[src/rtl/seg_scan_ctrl.sv]
// Self-scanning N-digit common-anode seven-segment driver: shadows hex nibbles,
// decimal points and blank bits, then time-multiplexes them with a per-slot dead-time guard.
module seg_scan_ctrl #(
   parameter int unsigned NUM_DIGITS  = 8,
   parameter int unsigned REFRESH_DIV = 100000,
   parameter int unsigned GUARD       = 16
) (
   input  logic                      clk,
   input  logic                      rst_n,
   input  logic                      load,
   input  logic [4*NUM_DIGITS-1:0]   digit_data,
   input  logic [NUM_DIGITS-1:0]     dp_in,
   input  logic [NUM_DIGITS-1:0]     blank_in,
   output logic [6:0]                seg,
   output logic                      dp_n,
   output logic [NUM_DIGITS-1:0]     an,
   output logic                      frame_done
);

   localparam int unsigned CNT_W = (REFRESH_DIV > 1) ? $clog2(REFRESH_DIV) : 1;
   localparam int unsigned IDX_W = (NUM_DIGITS > 1) ? $clog2(NUM_DIGITS) : 1;
   localparam logic [CNT_W-1:0] CNT_LAST = CNT_W'(REFRESH_DIV - 1);
   localparam logic [IDX_W-1:0] IDX_LAST = IDX_W'(NUM_DIGITS - 1);

   logic [CNT_W-1:0]        r_cnt;
   logic [IDX_W-1:0]        r_idx;
   logic [4*NUM_DIGITS-1:0] r_data;
   logic [NUM_DIGITS-1:0]   r_dp;
   logic [NUM_DIGITS-1:0]   r_blank;
   logic [6:0]              r_seg;
   logic                    r_dp_n;
   logic [NUM_DIGITS-1:0]   r_an;
   logic                    r_frame_done;

   logic                    w_guard;
   logic                    w_cnt_last;
   logic                    w_idx_last;
   logic [3:0]              w_nib;
   logic                    w_dp;
   logic                    w_blank;
   logic [NUM_DIGITS-1:0]   w_an_sel;
   logic [6:0]              w_glyph;

   assign w_cnt_last = (r_cnt == CNT_LAST);
   assign w_idx_last = (r_idx == IDX_LAST);

   // Dead-time window at the start of each slot; absent entirely when GUARD is zero.
   generate
      if (GUARD == 0) begin : g_no_guard
         assign w_guard = 1'b0;
      end else begin : g_guard
         localparam logic [CNT_W-1:0] GUARD_C = CNT_W'(GUARD);
         assign w_guard = (r_cnt < GUARD_C);
      end
   endgenerate

   always_comb begin
      w_nib    = 4'h0;
      w_dp     = 1'b0;
      w_blank  = 1'b1;
      w_an_sel = '1;
      for (int unsigned k = 0; k < NUM_DIGITS; k++) begin
         if (r_idx == IDX_W'(k)) begin
            w_nib       = r_data[4*k +: 4];
            w_dp        = r_dp[k];
            w_blank     = r_blank[k];
            w_an_sel[k] = 1'b0;
         end
      end
   end

   // Hex glyphs in ABCDEFG order, 1 = segment lit.
   always_comb begin
      w_glyph = 7'b0000000;
      case (w_nib)
         4'h0: w_glyph = 7'b1111110;
         4'h1: w_glyph = 7'b0110000;
         4'h2: w_glyph = 7'b1101101;
         4'h3: w_glyph = 7'b1111001;
         4'h4: w_glyph = 7'b0110011;
         4'h5: w_glyph = 7'b1011011;
         4'h6: w_glyph = 7'b1011111;
         4'h7: w_glyph = 7'b1110000;
         4'h8: w_glyph = 7'b1111111;
         4'h9: w_glyph = 7'b1111011;
         4'hA: w_glyph = 7'b1110111;
         4'hB: w_glyph = 7'b0011111;
         4'hC: w_glyph = 7'b1001110;
         4'hD: w_glyph = 7'b0111101;
         4'hE: w_glyph = 7'b1001111;
         4'hF: w_glyph = 7'b1000111;
      endcase
   end

   always_ff @(posedge clk) begin
      if (!rst_n) begin
         r_cnt        <= '0;
         r_idx        <= '0;
         r_data       <= '0;
         r_dp         <= '0;
         r_blank      <= '1;
         r_an         <= '1;
         r_seg        <= 7'h7F;
         r_dp_n       <= 1'b1;
         r_frame_done <= 1'b0;
      end else begin
         if (w_cnt_last) begin
            r_cnt <= '0;
            r_idx <= w_idx_last ? '0 : r_idx + IDX_W'(1);
         end else begin
            r_cnt <= r_cnt + CNT_W'(1);
         end
         r_frame_done <= w_cnt_last && w_idx_last;

         if (load) begin
            r_data  <= digit_data;
            r_dp    <= dp_in;
            r_blank <= blank_in;
         end

         // Outputs reflect the state before this edge, giving one cycle of latency.
         if (w_guard || w_blank) begin
            r_an   <= '1;
            r_seg  <= 7'h7F;
            r_dp_n <= 1'b1;
         end else begin
            r_an   <= w_an_sel;
            r_seg  <= ~w_glyph;
            r_dp_n <= ~w_dp;
         end
      end
   end

   assign seg        = r_seg;
   assign dp_n       = r_dp_n;
   assign an         = r_an;
   assign frame_done = r_frame_done;

endmodule

[config.mk]
export PLATFORM = sky130hd
export DESIGN_NAME = seg_scan_ctrl
export DESIGN_NICKNAME = d
export VERILOG_FILES = /design/src/rtl/seg_scan_ctrl.sv
export SDC_FILE = /design/constraint.sdc
export NUM_CORES = 1
export LEC_CHECK = 0
export CORE_MARGIN = 10
export CORE_UTILIZATION = 45
export CTS_CLUSTER_DIAMETER = 40
export DETAILED_ROUTE_END_ITERATION = 7
export DONT_BUFFER_PORTS = 1
export GPL_ROUTABILITY_DRIVEN = 0
export PLACE_DENSITY = 0.72
export REMOVE_ABC_BUFFERS = 1
export SLEW_MARGIN = 10
export SYNTH_ARGS = -nofsm -noshare
export SYNTH_HDL_FRONTEND = slang
export SYNTH_SLANG_ARGS = --single-unit
[constraint.sdc]
create_clock -name clk -period 7.9 [get_ports clk]
set_input_delay 1.58 -clock clk [delete_from_list [all_inputs] [get_ports clk]]
set_output_delay 1.58 -clock clk [all_outputs]
set_load 0.03 [all_outputs]
==> metrics.yaml, run 1 <==
period_share_pct: 46.5
core_area_um2: 8680
fp.dieH_um: 114
cts_resized: 0
nFillCells: 855
final_common_cell: "dfxtp_1"
grt_max_degree: 56
fin_area_um2: 4210
cts_root_buf: "clkbuf_8"
vias_per_cell: 5.43
finalSetupViolCount: 0
dr.pass1.iters: 4
hold_path_class: "register to register"
rsz0062_at_grt: "no"
htreeDepth: 3
worstMarginPinSlew_ps: 1190
p_leak_nw: 1.70
area_delta_synth_final_pct: 5.46
cts_tree: "done"
synth_area_um2: 3990
grt_util_met3_pct: 4.93
max-slew-margin-rel_pct: 20.5
busiest_layer: "met2"
synth_cell_types: 59
synth.area.top_cells: "dfxtp_1 43%, mux2i_1 13%, nor2b_1 6.7%"
grt_antenna_before_repair: 0
clkTransAtPathRegs_ps: 80
ys_seq_area_share_pct: 42.7
routed_wl_um: 8830
slew_viol_final: 0
grt.met2_usage_pct: 20.5
cpMaxStageDelayCell: "dfxtp_1"
synth_top_area_share_pct: 42.7
clock_path_buffers: 2
vdd_drop_max_uv: 66.6
end_kind: "register"
worstPathArrival_ps: 3840
clock_sinks: 85
finalWorstSetupSlack_ps: 4230
start_util_pct: 45.9
r2r_setup_slack_ps: 4230
crit_path_max_fanout: 19
fmax_mhz: 272
route.detailed.drc: 0
worstHoldPathCells: 1
postPlaceCellArea_um2: 3990
synth_seq_cells: 85
nets: 469
clock_latency_ps: 370
met1_usage_pct: 16.9
worstPathCellList: "inv_1, ha_1, nor2_1, a221oi_1, a21oi_1, o21ai_1, mux2i_1, inv_1, ha_1, mux2i_1, o221ai_1"
startpoint_type: "register"
ant_nets: 0
synthCells: 419
p_total_w: 0.000829
power.density_nw_per_um2: 197
grt_first_pass_wirelength_um: 14000
crit_path_max_incr_delay_ps: 850
maxCapViolations: 0
wl_per_cell_um: 17.1
cts_setup_buffers: 0
finish.utilization_pct: 48.5
io_pins: 68
ys_warn_count: 0
ys.flop_type: "dfxtp_1"
routed-via-count: 2807
fp.dieW_um: 114
path_class: "register to register"
fin_tns_setup_ps: 0
r2r_cells: 11
synth-edff-count: 0
row_count: 34
cts-hold-fix-buffers: 0
clock_skew_ps: 11.1
dieArea_um2: 13000
avgSynthCellArea_um2: 9.52
pre_cts_ws_ps: 4300
status: "finished clean"
grt.total_usage_pct: 13.6
grt_pass1_vias: 2675
netlist.top_cell.by_area: "dfxtp_1"
antenna_cells: 0
drt_iter0_markers: 197
final-hold-violation-count: 0
place_hpwl_um: 6250
cts_buffers: 9
required_ps: 8070
port_buffers: 0
min_period_ps: 3670
async_flop_share_pct: 0
drive_above_1_share_pct: 7.09
layout_common_cells: "85 x dfxtp_1, 52 x mux2i_1, 43 x nor2b_1"
grt-ovfl-total: 0
[critical path: cells and delay by family (launching register included)]
kind / cells / cell delay (ps)
fa+ha+maj: 2 / 810
buf+inv: 2 / 460
mux: 2 / 590
compound gates: 4 / 550
flops: 1 / 850
simple gates: 1 / 200
[flip-flops by register name (all words and copies together), names as in the netlist]
| name | count |
|---|---|
| r_cnt | 17 |
| r_dp | 8 |
| an | 8 |
| r_idx | 3 |
| r_blank | 8 |
| frame_done | 1 |
| seg | 7 |
| dp_n | 1 |
| r_data | 32 |
[stage by stage]
stage / hold slack (ps) / cells
floorplan: 426 / 393
detailed placement: 450 / 501
finish: 463 / 517
CTS: 469 / 517
global placement: 437 / 501
global route: 479 / 517
[where the power goes]
group          internal, W  switching, W
combinational    0.0000289     0.0000217
sequential        0.000444    0.00000994
clock             0.000172      0.000153
total             0.000645      0.000184
[worst paths after layout]
path            start  endpoint
max          r_idx[2]    seg[0]
max reg2reg  r_idx[2]    seg[0]
min          r_cnt[0]  r_cnt[0]
min reg2reg  r_cnt[0]  r_cnt[0]
[synth_stat cells, types with 5 or more instances]
cell type	number
nand3_1	13
mux2i_1	52
ha_1	14
a21oi_1	12
o211ai_1	5
nor2b_1	43
nor2_1	22
buf_2	7
o21ai_0	7
dfxtp_1	85
inv_1	17
xor2_1	11
nand2_1	42
clkbuf_1	14
[area by class of cell]
type / count / area, um2 / share of cell area (%)
inverters: 18 / 67.6 / 1.61
clock buffers: 13 / 169 / 4.02
multi-input cells: 290 / 2090 / 49.7
well taps: 108 / 135 / 3.21
flip-flops and latches: 85 / 1700 / 40.5
clock inverters: 3 / 42.5 / 1.01
[routing by layer]
layer	vias up	share of wire, %
li1	1404	-
met5	-	0
met1	1326	45
met4	0	1.8
met3	14	7.5
met2	63	46
[cell families (layout without fill, tap and decap cells)]
logic type | Yosys count | count (layout) | synth area share, %
buffers and inverters | 44 | 34 | 4.93
and+or+nand+nor | 150 | 150 | 20.0
DFF | 85 | 85 | 42.7
muxes | 54 | 54 | 13.6
AOI/OAI and AO/OA | 57 | 57 | 11.0
adders and majority gates | 14 | 14 | 4.39
xor gates and xnor gates | 15 | 15 | 3.29
Power figures use the tool's default switching activity.
==> run 2, diff against run 1 <==
clock period = 3.68 ns   (was 7.9 ns; I/O delays follow)
==> metrics.yaml, run 2 (synthesis results as in run 1) <==
status: "finished clean"  # unchanged
min_period_ps: 2940  # was 3670 ps
finalWorstSetupSlack_ps: 735  # was 4230 ps
worstMarginPinSlew_ps: 589  # was 1190 ps
fin_area_um2: 4220  # was 4210 um2
cts_buffers: 9  # unchanged
antenna_cells: 0  # unchanged
drt_iter0_markers: 143  # was 197
cts-hold-fix-buffers: 0  # unchanged
vias_per_cell: 5.38  # was 5.43
ant_nets: 0  # unchanged
cts_resized: 0  # unchanged
rsz0062_at_grt: "no"  # unchanged
p_total_w: 0.00173  # was 0.000829 W
final-hold-violation-count: 0  # unchanged
required_ps: 3990  # was 8070 ps
pre_cts_ws_ps: 795  # was 4300 ps
htreeDepth: 3  # unchanged
routed_wl_um: 8730  # was 8830 um
cp.buffers_inverters: 3  # was 2
start_util_pct: 45.9  # unchanged
max-slew-margin-rel_pct: 60.7  # was 20.5%
busiest_layer: "met2"  # unchanged
cts_root_buf: "clkbuf_8"  # unchanged
period_share_pct: 80.0  # was 46.5%
dieArea_um2: 13000  # unchanged
slew_viol_final: 0  # unchanged
nets: 474  # was 469
clock_latency_ps: 350  # was 370 ps
layout_common_cells: "85 x dfxtp_1, 52 x mux2i_1, 43 x nor2b_1"  # unchanged
maxCapViolations: 0  # unchanged
row_count: 34  # unchanged
grt_util_met3_pct: 4.98  # was 4.93%
fmax_mhz: 340  # was 272 MHz
critPathTopFamily: "compound AO/OA/AOI/OAI gates"  # was flip-flops
worstPathArrival_ps: 3250  # was 3840 ps
postPlaceCellArea_um2: 4030  # was 3990 um2
grt.met2_usage_pct: 20.8  # was 20.5%
cpMaxStageDelayCell: "ha_1"  # was dfxtp_1
grt_pass1_vias: 2664  # was 2675
largest_reg_flops: 32  # unchanged
finalSetupViolCount: 0  # unchanged
clock_path_buffers: 2  # unchanged
cts_tree: "done"  # unchanged
crit_top_cell: "inv_1"
wl_per_cell_um: 16.7  # was 17.1 um
route.detailed.drc: 0  # unchanged
crit_path_max_incr_delay_ps: 470  # was 850 ps
crit_path_max_fanout: 14  # was 19
fin_tns_setup_ps: 0  # unchanged
final_common_cell: "dfxtp_1"  # unchanged
clkTransAtPathRegs_ps: 80  # about the same
worstPathCellList: "inv_1, ha_1, inv_1, o311a_1, o22a_1, a311oi_1, a21oi_1, inv_1, ha_1, mux2i_1, mux2_2, nand2_1"  # was inv_1, ha_1, nor2_1, a221oi_1, a21oi_1, o21ai_1, mux2i_1, inv_1, ha_1, mux2i_1, o221ai_1
grt_first_pass_wirelength_um: 13800  # was 14000 um
grt_max_degree: 56  # unchanged
routed-via-count: 2807  # unchanged
clock_sinks: 85  # unchanged
clock_skew_ps: 9.99  # was 11.1 ps
io_pins: 68  # unchanged
p_leak_nw: 1.72  # was 1.70 nW
vdd_drop_max_uv: 194  # was 66.6 uV
grt.total_usage_pct: 13.1  # was 13.6%
cts_setup_buffers: 0  # unchanged
hold_path_class: "primary input to register"  # was register to register
met1_usage_pct: 16.2  # was 16.9%
fp.dieH_um: 114  # unchanged
dr.pass1.iters: 4  # unchanged
port_buffers: 0  # unchanged
path_class: "register to register"  # unchanged
power.density_nw_per_um2: 410  # was 197 nW/um2
top_register: "r_data"  # unchanged
grt_antenna_before_repair: 0  # unchanged
biggestRegsByFlops: "r_data x32, r_cnt x17"  # unchanged
place_hpwl_um: 6450  # was 6250 um
drive_above_1_share_pct: 7.97  # was 7.09%
core_area_um2: 8680  # unchanged
startpoint_type: "register"  # unchanged
fp.dieW_um: 114  # unchanged
end_kind: "register"  # unchanged
grt-ovfl-total: 0  # unchanged
area_delta_synth_final_pct: 5.93  # was 5.46%
-- run 2: cell types whose count changed in the layout (fill, tap and decap cells not counted) --
| cell | before | now |
|---|---|---|
| buf_4 | 0 | 5 |
| clkbuf_1 | 1 | 2 |
| clkbuf_8 | 12 | 10 |
| clkinv_2 | 1 | 2 |
-- run 2: metal layers --
layer | routed length, um | vias to the layer above
li1 | - | 1413
met1 | 3860 | 1290
met2 | 3990 | 92
met3 | 784 | 12
met4 | 97 | 0
met5 | 0 | -
-- run 2: area by class of cell --
type | instances | area [um2]
flip-flops and latches | 85 | 1700
repair buffers | 5 | 37.5
fillers | 825 | 4450
clock inverters | 4 | 47.5
multi-input cells | 290 | 2090
well taps | 108 | 135
clock buffers | 12 | 145
inverters | 18 | 67.6
-- run 2: worst paths after layout --
| path | start | endpoint | slack [ps] | cells after the start |
|---|---|---|---|---|
| min reg2reg | r_cnt[0] | r_cnt[0] | 470 | 1 |
| max | r_idx[0] | seg[3] | 740 | 12 |
| min | rst_n | r_blank[2] | 450 | 1 |
| max reg2reg | r_idx[0] | seg[3] | 740 | 12 |
-- run 2: worst reg2reg max path: stages, from the launching register on --
cell and delay (ps):
dfxtp_1 350, inv_1 90, ha_1 470, inv_1 170, o311a_1 360, o22a_1 200, a311oi_1 250, a21oi_1 160
inv_1 190, ha_1 250, mux2i_1 100, mux2_2 260, nand2_1 60
-- run 2: per-stage QoR --
step                utilization (%)  cells  hold WS, ps
CTS                            48.7    522          440
global placement               46.5    506          439
detailed placement             46.5    506          452
finish                         48.7    522          452
floorplan                         -    393          426
global route                   48.7    522          443
-- run 2: report_power, final --
group | internal, W | switching [W] | total (W)
registers | 0.000954 | 0.0000220 | 0.000976
clock network | 0.000331 | 0.000317 | 0.000648
logic | 0.0000628 | 0.0000461 | 0.000109
total | 0.00135 | 0.000385 | 0.00173
==> run 3, diff against run 2 <==
PLACE_DENSITY = 0.74   (was 0.72)
clock period = 2.5 ns   (was 3.68 ns; I/O delays follow)
==> metrics.yaml, run 3 (synthesis results as in run 1) <==
status: "finished clean"  # unchanged
routed-via-count: 2937  # was 2807
cts_buffers: 9  # unchanged
vias_per_cell: 5.41  # was 5.38
required_ps: 2810  # was 3990 ps
grt-ovfl-total: 0  # unchanged
p_leak_nw: 1.84  # was 1.72 nW
hold_end: "r_blank[2]"  # unchanged
port_buffers: 0  # unchanged
dieArea_um2: 13000  # unchanged
fin_cells: 543  # was 522
fin_area_um2: 4530  # was 4220 um2
worstPathCellList: "inv_4, ha_4, buf_12, o311a_1, o22a_1, a311oi_2, a21oi_2, ha_1, mux2i_1, mux2_2, nand2_1"  # was inv_1, ha_1, inv_1, o311a_1, o22a_1, a311oi_1, a21oi_1, inv_1, ha_1, mux2i_1, mux2_2, nand2_1
grt.total_usage_pct: 14.2  # was 13.1%
period_share_pct: 96.1  # was 80.0%
hold_path_class: "primary input to register"  # unchanged
grt_pass1_vias: 2976  # was 2664
fmax_mhz: 416  # was 340 MHz
largest_reg_flops: 32  # unchanged
r2r_end: "seg[3]"  # unchanged
worstPathArrival_ps: 2710  # was 3250 ps
finalSetupViolCount: 0  # unchanged
r2r_cells: 11  # was 12
dr.pass1.iters: 4  # unchanged
core_area_um2: 8680  # unchanged
wl_per_cell_um: 17.4  # was 16.7 um
crit_path_max_incr_delay_ps: 400  # was 470 ps
crit_path_max_fanout: 12  # was 14
grt_max_degree: 56  # unchanged
routed_wl_um: 9430  # was 8730 um
clkTransAtPathRegs_ps: 90  # was 80 ps
worstHoldPathCells: 1  # unchanged
fp.dieH_um: 114  # unchanged
clock_path_buffers: 2  # unchanged
worstMarginPinSlew_ps: 423  # was 589 ps
maxCapViolations: 0  # unchanged
clock_latency_ps: 350  # about the same
cpMaxStageDelayCell: "dfxtp_4"  # was ha_1
cts_tree: "done"  # unchanged
place_inst: 526  # was 506
antenna_cells: 0  # unchanged
biggestRegsByFlops: "r_data x32, r_cnt x17"  # unchanged
rsz0062_at_grt: "yes"  # was no
final-hold-violation-count: 0  # unchanged
clock_skew_ps: 10.3  # was 9.99 ps
hp-start: "rst_n"  # unchanged
fp.dieW_um: 114  # unchanged
drt_iter0_markers: 198  # was 143
top_register: "r_data"  # unchanged
finish.utilization_pct: 52.2  # was 48.7%
regToRegStartpoint: "r_idx[1]"  # was r_idx[0]
io_pins: 68  # unchanged
max-slew-margin-rel_pct: 71.6  # was 60.7%
r2r_setup_slack_ps: 100  # was 740 ps
startpoint_type: "register"  # unchanged
cts_root_buf: "clkbuf_8"  # unchanged
worst_hold_slack_ps: 225  # was 452 ps
ant_nets: 0  # unchanged
cts-hold-fix-buffers: 0  # unchanged
grt_antenna_before_repair: 0  # unchanged
row_count: 34  # unchanged
layout_common_cells: "83 x dfxtp_1, 52 x mux2i_1, 43 x nor2b_1"  # was 85 x dfxtp_1, 52 x mux2i_1, 43 x nor2b_1
power.density_nw_per_um2: 573  # was 410 nW/um2
min_period_ps: 2400  # was 2940 ps
critPathTopFamily: "compound AO/OA/AOI/OAI gates"  # unchanged
vdd_drop_max_uv: 353  # was 194 uV
place_hpwl_um: 6670  # was 6450 um
slew_viol_final: 0  # unchanged
drive_above_1_share_pct: 17.0  # was 7.97%
route.detailed.drc: 0  # unchanged
clock_sinks: 85  # unchanged
nFillCells: 790  # was 825
nets: 496  # was 474
grt_first_pass_wirelength_um: 15000  # was 13800 um
cp.buffers_inverters: 2  # was 3
final_common_cell: "dfxtp_1"  # unchanged
end_kind: "register"  # unchanged
path_class: "register to register"  # unchanged
htreeDepth: 3  # unchanged
postPlaceCellArea_um2: 4190  # was 4030 um2
area_delta_synth_final_pct: 13.6  # was 5.93%
start_util_pct: 45.9  # unchanged
## run 3: changes by cell type in the layout (fill, tap and decap cells not counted), moves of 2 or more
cell and delta:
dfxtp_1 -2, buf_4 +20, ha_2 +2, inv_2 +4, ha_1 -8, dfxtp_4 +2
clkbuf_1 -2, ha_4 +6, inv_1 -5
## run 3: layout make-up
class	count	area (um2)	share of cell area [%]
clock inverters	4	47.5	1.05
inverters	18	71.3	1.58
flip-flops and latches	85	1710	37.7
clock buffers	11	151	3.34
well taps	108	135	2.98
repair buffers	27	233	5.14
multi-input cells	290	2180	48.2
## run 3: worst max path at each step
stage	startpoint	end	slack [ps]	cells after the start
floorplan	r_idx[2]	seg[3]	-480	11
global placement	r_idx[0]	seg[3]	-70	13
detailed placement	r_idx[0]	seg[3]	-230	13
CTS	r_idx[1]	seg[3]	20	12
global route	r_idx[1]	seg[3]	-40	12
finish	r_idx[1]	seg[3]	100	11
## run 3: worst register-to-register path, stage by stage (launching register included)
cell      delay [ps]
dfxtp_4          400
inv_4             60
ha_4             170
buf_12           140
o311a_1          280
o22a_1           200
a311oi_2         270
a21oi_2          120
ha_1             320
mux2i_1           70
mux2_2           270
nand2_1           60
## run 3: what timing repair did
action	in CTS	in global routing
pin swaps	0	4
buffers inserted	0	1
cloned	0	1
endpoints found under the setup margin	6	7
resized for setup	10	19
## run 3: report_power, final
group | switching (W) | internal, W
Clock | 0.000486 | 0.000508
Sequential | 0.0000305 | 0.00140
Combinational | 0.0000714 | 0.0000973
## run 3: routing by layer
metal	track usage (%)	vias up	wire length, um
met2	23.2	76	4550
met5	0	-	0
li1	-	1464	-
met4	5.01	0	169
met3	4.56	18	653
met1	17.1	1379	4060
## run 3: stage by stage
stage	TNS [ps]	power [W]	setup slack (ps)
floorplan	-4180	0.00159	-480
global route	-53.4	0.00270	-36.0
global placement	-118	0.00162	-73.8
detailed placement	-715	0.00163	-225
CTS	0	0.00261	20.7
finish	0	0.00259	97.6
